<file path="src/rtl/duty_ramp.sv">
// Slews the PWM duty register toward a software target by at most one step per PWM period.
// Latency: duty_load strobes in the cycle after the rollover cycle that triggers a step.
// Backpressure: none; target/step writes are accepted every cycle in any state.
module duty_ramp #(
  parameter int WIDTH      = 16,
  parameter int MSB        = WIDTH - 1,
  parameter int START      = 65535,
  parameter int STEP_RESET = 1
) (
  input  logic             sysclk,
  input  logic             sysreset,
  input  logic [15:0]      counter_value,
  input  logic [WIDTH-1:0] data_in,
  input  logic             target_load,
  input  logic             step_load,
  output logic [15:0]      target,
  output logic [15:0]      step,
  output logic [WIDTH-1:0] duty_out,
  output logic             duty_load,
  output logic             busy,
  output logic             done
);

  localparam logic [MSB:0] START_W      = START[MSB:0];
  localparam logic [MSB:0] STEP_RESET_W = STEP_RESET[MSB:0];

  typedef enum logic [1:0] {IDLE, WAIT, LOAD} state_t;

  state_t         state_q, state_d;
  logic [MSB:0]   cur, target_q, step_q;
  logic [MSB:0]   nxt;
  logic [MSB:0]   dif;
  logic [WIDTH:0] sum;
  logic           match, roll_prev, roll, cur_en;

  // Rollover is the first cycle the counter shows its reload value.
  assign match = (counter_value[MSB:0] == START_W);
  assign roll  = match && !roll_prev;

  assign duty_out = cur;
  assign sum      = {1'b0, cur} + {1'b0, step_q};
  assign dif      = cur - step_q;

  // Zero-extend register readback to the 16-bit software view.
  always_comb begin
    target          = '0;
    step            = '0;
    target[MSB:0]   = target_q;
    step[MSB:0]     = step_q;
  end

  // Next duty: one step toward target, clamped at target, never wrapping.
  always_comb begin
    nxt = cur;
    if (step_q == '0) begin
      nxt = target_q;
    end else if (cur < target_q) begin
      nxt = (sum > {1'b0, target_q}) ? target_q : sum[MSB:0];
    end else if (cur > target_q) begin
      nxt = ((step_q > cur) || (dif < target_q)) ? target_q : dif;
    end
  end

  // Sequencer next-state and strobes.
  always_comb begin
    state_d   = state_q;
    cur_en    = 1'b0;
    busy      = 1'b0;
    duty_load = 1'b0;
    done      = 1'b0;
    case (state_q)
      IDLE: begin
        if (cur != target_q) state_d = WAIT;
      end
      WAIT: begin
        busy = 1'b1;
        if (roll) begin
          if (cur == target_q) begin
            // Target was rewritten back to the current duty: nothing to load.
            state_d = IDLE;
          end else begin
            cur_en  = 1'b1;
            state_d = LOAD;
          end
        end
      end
      LOAD: begin
        duty_load = 1'b1;
        busy      = (cur != target_q);
        if (cur == target_q) begin
          done    = 1'b1;
          state_d = IDLE;
        end else begin
          state_d = WAIT;
        end
      end
      default: state_d = IDLE;
    endcase
  end

  // State, shadow duty and software registers.
  always_ff @(posedge sysclk) begin
    if (sysreset) begin
      state_q   <= IDLE;
      cur       <= '0;
      target_q  <= '0;
      step_q    <= STEP_RESET_W;
      roll_prev <= 1'b0;
    end else begin
      state_q   <= state_d;
      roll_prev <= match;
      if (cur_en)      cur      <= nxt;
      if (target_load) target_q <= data_in;
      if (step_load)   step_q   <= data_in;
    end
  end

endmodule

</file>
<file path="config.mk">
export PLATFORM = sky130hd
export DESIGN_NAME = duty_ramp
export DESIGN_NICKNAME = d
export VERILOG_FILES = /design/src/rtl/duty_ramp.sv
export SDC_FILE = /design/constraint.sdc
export NUM_CORES = 1
export LEC_CHECK = 0
export BUFFER_PORTS_ARGS = -buffer_cell sky130_fd_sc_hd__buf_2
export CAP_MARGIN = 20
export CORE_UTILIZATION = 35
export CTS_CLUSTER_SIZE = 10
export DETAILED_ROUTE_END_ITERATION = 6
export PLACE_DENSITY = 0.54
export SLEW_MARGIN = 0
export SYNTH_ARGS = -nofsm -noshare
export SYNTH_HDL_FRONTEND = slang
export SYNTH_SLANG_ARGS = --single-unit
</file>
<file path="constraint.sdc">
create_clock -name sysclk -period 5.5 [get_ports sysclk]
set_input_delay 0.275 -clock sysclk [delete_from_list [all_inputs] [get_ports sysclk]]
set_output_delay 0.275 -clock sysclk [all_outputs]
set_load 0.01 [all_outputs]
</file>
==> impl_metrics.env <==
export IMPL_grt_pass1_wl_mm=25.6
export IMPL_end_kind="flop"
export IMPL_cts_buffer_depth=2
export IMPL_drive_gt1_share_pct=17.0
export IMPL_pre_cts_slack_ns=0.0136
export IMPL_grt_overflow=0
export IMPL_rsz0062_at_grt="false"
export IMPL_drtIter0Drc=380
export IMPL_syn_area_per_cell_sq_um=8.05
export IMPL_syn_inst=631
export IMPL_hold_depth=2
export IMPL_drc=0
export IMPL_drtAntennaViolNets=0
export IMPL_grt_busiest_layer="met2"
export IMPL_worst_slew_pin_slew_ns=1.05
export IMPL_fin_ws_ns=0.387
export IMPL_crit_path_max_fanout=9
export IMPL_arrival_ns=5.30
export IMPL_clock_sinks=51
export IMPL_relSlewSlack_pct=29.8
export IMPL_r2r_end="duty_out[5]"
export IMPL_synth_edff_count=0
export IMPL_grt_pass1_vias=4787
export IMPL_use_met3_pct=3.11
export IMPL_seq_area_frac_synth_pct=20.1
export IMPL_num_rows=43
export IMPL_antenna_found_initial=0
export IMPL_seqCellArea_sq_mm=0.00102
export IMPL_grtUsageMet2_pct=35.5
export IMPL_slew_viol_final=0
export IMPL_peakVddDrop_mv=0.198
export IMPL_multi_input_area_sq_mm=0.00376
export IMPL_boundaryPins=87
export IMPL_syn2layout_area_growth_pct=15.2
export IMPL_dp_hpwl_mm=13.5
export IMPL_viasPerCell=5.69
export IMPL_groute_usage_overall_pct=22.3
export IMPL_clk_latency_ns=0.29
export IMPL_cts_made_buffers=5
export IMPL_cts_root_buf="clkbuf_16"
export IMPL_fillers=1411
export IMPL_rrSetupSlack_ns=0.39
export IMPL_crit_type="flop to flop"
export IMPL_cts_htree_levels=2
export IMPL_finalSetupViolCount=0
export IMPL_netlist_area_sq_mm=0.00508
export IMPL_die_height_um=122
export IMPL_path_clk_slew_ns=0.07
export IMPL_die_w_um=122
export IMPL_synth_seq_cells=51
export IMPL_first_pass_iters=4
export IMPL_initial_utilization_pct=36.2
export IMPL_core_area_sq_mm=0.0140
export IMPL_reg2reg_from="step[2]"
export IMPL_vias=5045
export IMPL_cap_violations=0
export IMPL_status="finished clean"
export IMPL_final_hold_violation_count=0
export IMPL_cts_tree="done"
export IMPL_drt_wl_total_mm=16.4
export IMPL_async_flop_share_pct=0
export IMPL_fmax_ghz=0.196
export IMPL_tns_ns=0
export IMPL_wl_per_cell_um=18.5
export IMPL_grt_max_degree=48
export IMPL_finalClockSkew_ns=0.00756
export IMPL_min_period_ns=5.11
export IMPL_num_antenna_cells=0
export IMPL_whs_endpoint="step[0]"
export IMPL_powerDensity_mw_per_mm2=198
export IMPL_syn_nets=752
export IMPL_worstHoldStart="data_in[0]"
export IMPL_fin_nets=828
export IMPL_grtUsageMet1_pct=31.6
export IMPL_fin_crit_sh_pct=93.0
export IMPL_rr_worst_depth=17
export IMPL_critPathLaunchType="flop"
export IMPL_ys_types=68
export IMPL_postCtsHoldBufs=0
export IMPL_dieArea_sq_mm=0.0150
export IMPL_crit_required_ns=5.69
export IMPL_ys_flop_type="dfxtp_1"
export IMPL_port_buffer_count=86
export IMPL_gp_congestion=1.03
export IMPL_min_path_type="input port to flop"
export IMPL_p_leak_uw=0.00285
export IMPL_ys_warn_count=0
-- worst max-delay path: stages (launching register included) --
cell,delay (ns)
dfxtp_1,0.47
inv_1,0.08
ha_1,0.44
nand2b_1,0.24
a221oi_2,0.36
o31ai_1,0.17
a311oi_1,0.38
nand3b_1,0.17
o311ai_2,0.17
ha_1,0.26
or4_1,0.52
a21oi_1,0.19
o221ai_1,0.14
o21ai_0,0.29
nand2_1,0.27
o21ai_2,0.43
nor2_1,0.09
o41ai_1,0.33
-- state kept, by name, indices dropped and copies added (netlist names) --
name and cells:
roll_prev 1, duty_out 16, target 16, step 16, state_q 2
-- through the flow --
step	utilization, %	cell area (sq um)	instances	total power [uW]	hold WS (ns)
after floorplan	-	5080	631	682	0.393
after global placement	40.4	5670	880	803	0.479
after detailed placement	40.4	5670	880	807	0.488
after CTS	41.5	5830	887	1160	0.202
after global routing	41.7	5850	887	1230	0.205
final	41.7	5850	887	1160	0.206
-- cell usage in the layout (no fill, tap or decap), types with 9 or more instances in the layout --
| cell | n |
|---|---|
| nor3_1 | 10 |
| buf_2 | 86 |
| xnor2_1 | 18 |
| nor2_1 | 82 |
| nand2_1 | 31 |
| nand2b_1 | 9 |
| a21o_1 | 13 |
| nand4_1 | 13 |
| mux2i_1 | 31 |
| ha_1 | 83 |
| a21oi_1 | 30 |
| dfxtp_1 | 51 |
| a211oi_1 | 16 |
| o21ai_0 | 24 |
| nor4_1 | 11 |
| nor2b_1 | 10 |
| inv_1 | 52 |
-- metal layers --
metal	part of all wire [%]	vias to the layer above	routed length [um]
met5	0	-	0
met4	1.6	0	259
met3	6.3	17	1040
met2	45	175	7340
met1	48	2400	7810
li1	-	2453	-
-- how the worst max path moves through the flow --
stage	start	end	slack, ns	cells after the start
final	step[2]	duty_out[5]	0.39	17
after global routing	step[1]	duty_out[8]	0.02	17
after CTS	step[9]	duty_out[4]	0.16	17
after detailed placement	step[9]	duty_out[4]	0.01	17
after global placement	step[9]	duty_out[8]	0.06	17
after floorplan	step[1]	duty_out[6]	1.33	18
-- kinds of logic (layout without fill, tap and decap cells) --
group                    after synthesis  after routing  synth area share (%)
AND/OR/NAND/NOR                      211            211                  21.2
AO/OA/AOI/OAI                        156            156                  21.6
adder cells (fa/ha/maj)               85             85                  21.2
buffers and inverters                 77            153                  6.38
flip-flops                            51             51                  20.1
multiplexers                          31             31                  6.11
XOR/XNOR                              20             20                  3.45
-- Yosys cell counts, drive strengths merged (9+ instances only) --
| cell | n | area [sq um] |
|---|---|---|
| a211oi | 18 | 145 |
| a21o | 13 | 97.6 |
| a21oi | 31 | 159 |
| buf | 13 | 83.8 |
| clkbuf | 12 | 45.0 |
| dfxtp | 51 | 1020 |
| ha | 83 | 1040 |
| inv | 52 | 195 |
| mux2i | 31 | 310 |
| nand2 | 31 | 116 |
| nand2b | 9 | 56.3 |
| nand4 | 14 | 93.8 |
| nor2 | 83 | 319 |
| nor2b | 10 | 62.6 |
| nor3 | 11 | 66.3 |
| nor4 | 11 | 68.8 |
| o21ai | 26 | 130 |
| xnor2 | 18 | 158 |
-- repair_timing --
| action | CTS | global route |
|---|---|---|
| cloned | 0 | 0 |
| resized for setup | 1 | 3 |
| buffers inserted | 0 | 0 |
| setup endpoints to repair | 4 | 10 |
-- area by class of cell --
class                           count  share of cell area [%]
Multi-Input combinational cell    503                    64.2
Sequential cell                    51                    17.4
Timing Repair Buffer               94                    8.38
Tap cell                          180                    3.85
Inverter                           52                    3.33
Clock buffer                        5                    2.14
Clock inverter                      2                   0.641
-- report_power, final --
group | internal, uW | leakage [uW] | switching [uW] | total, uW
combinational | 151 | 0.00236 | 238 | 389
sequential | 389 | 0.000418 | 28.6 | 417
clock | 212 | 0.0000759 | 141 | 353
total | 753 | 0.00285 | 407 | 1160
Power figures use the tool's default switching activity.
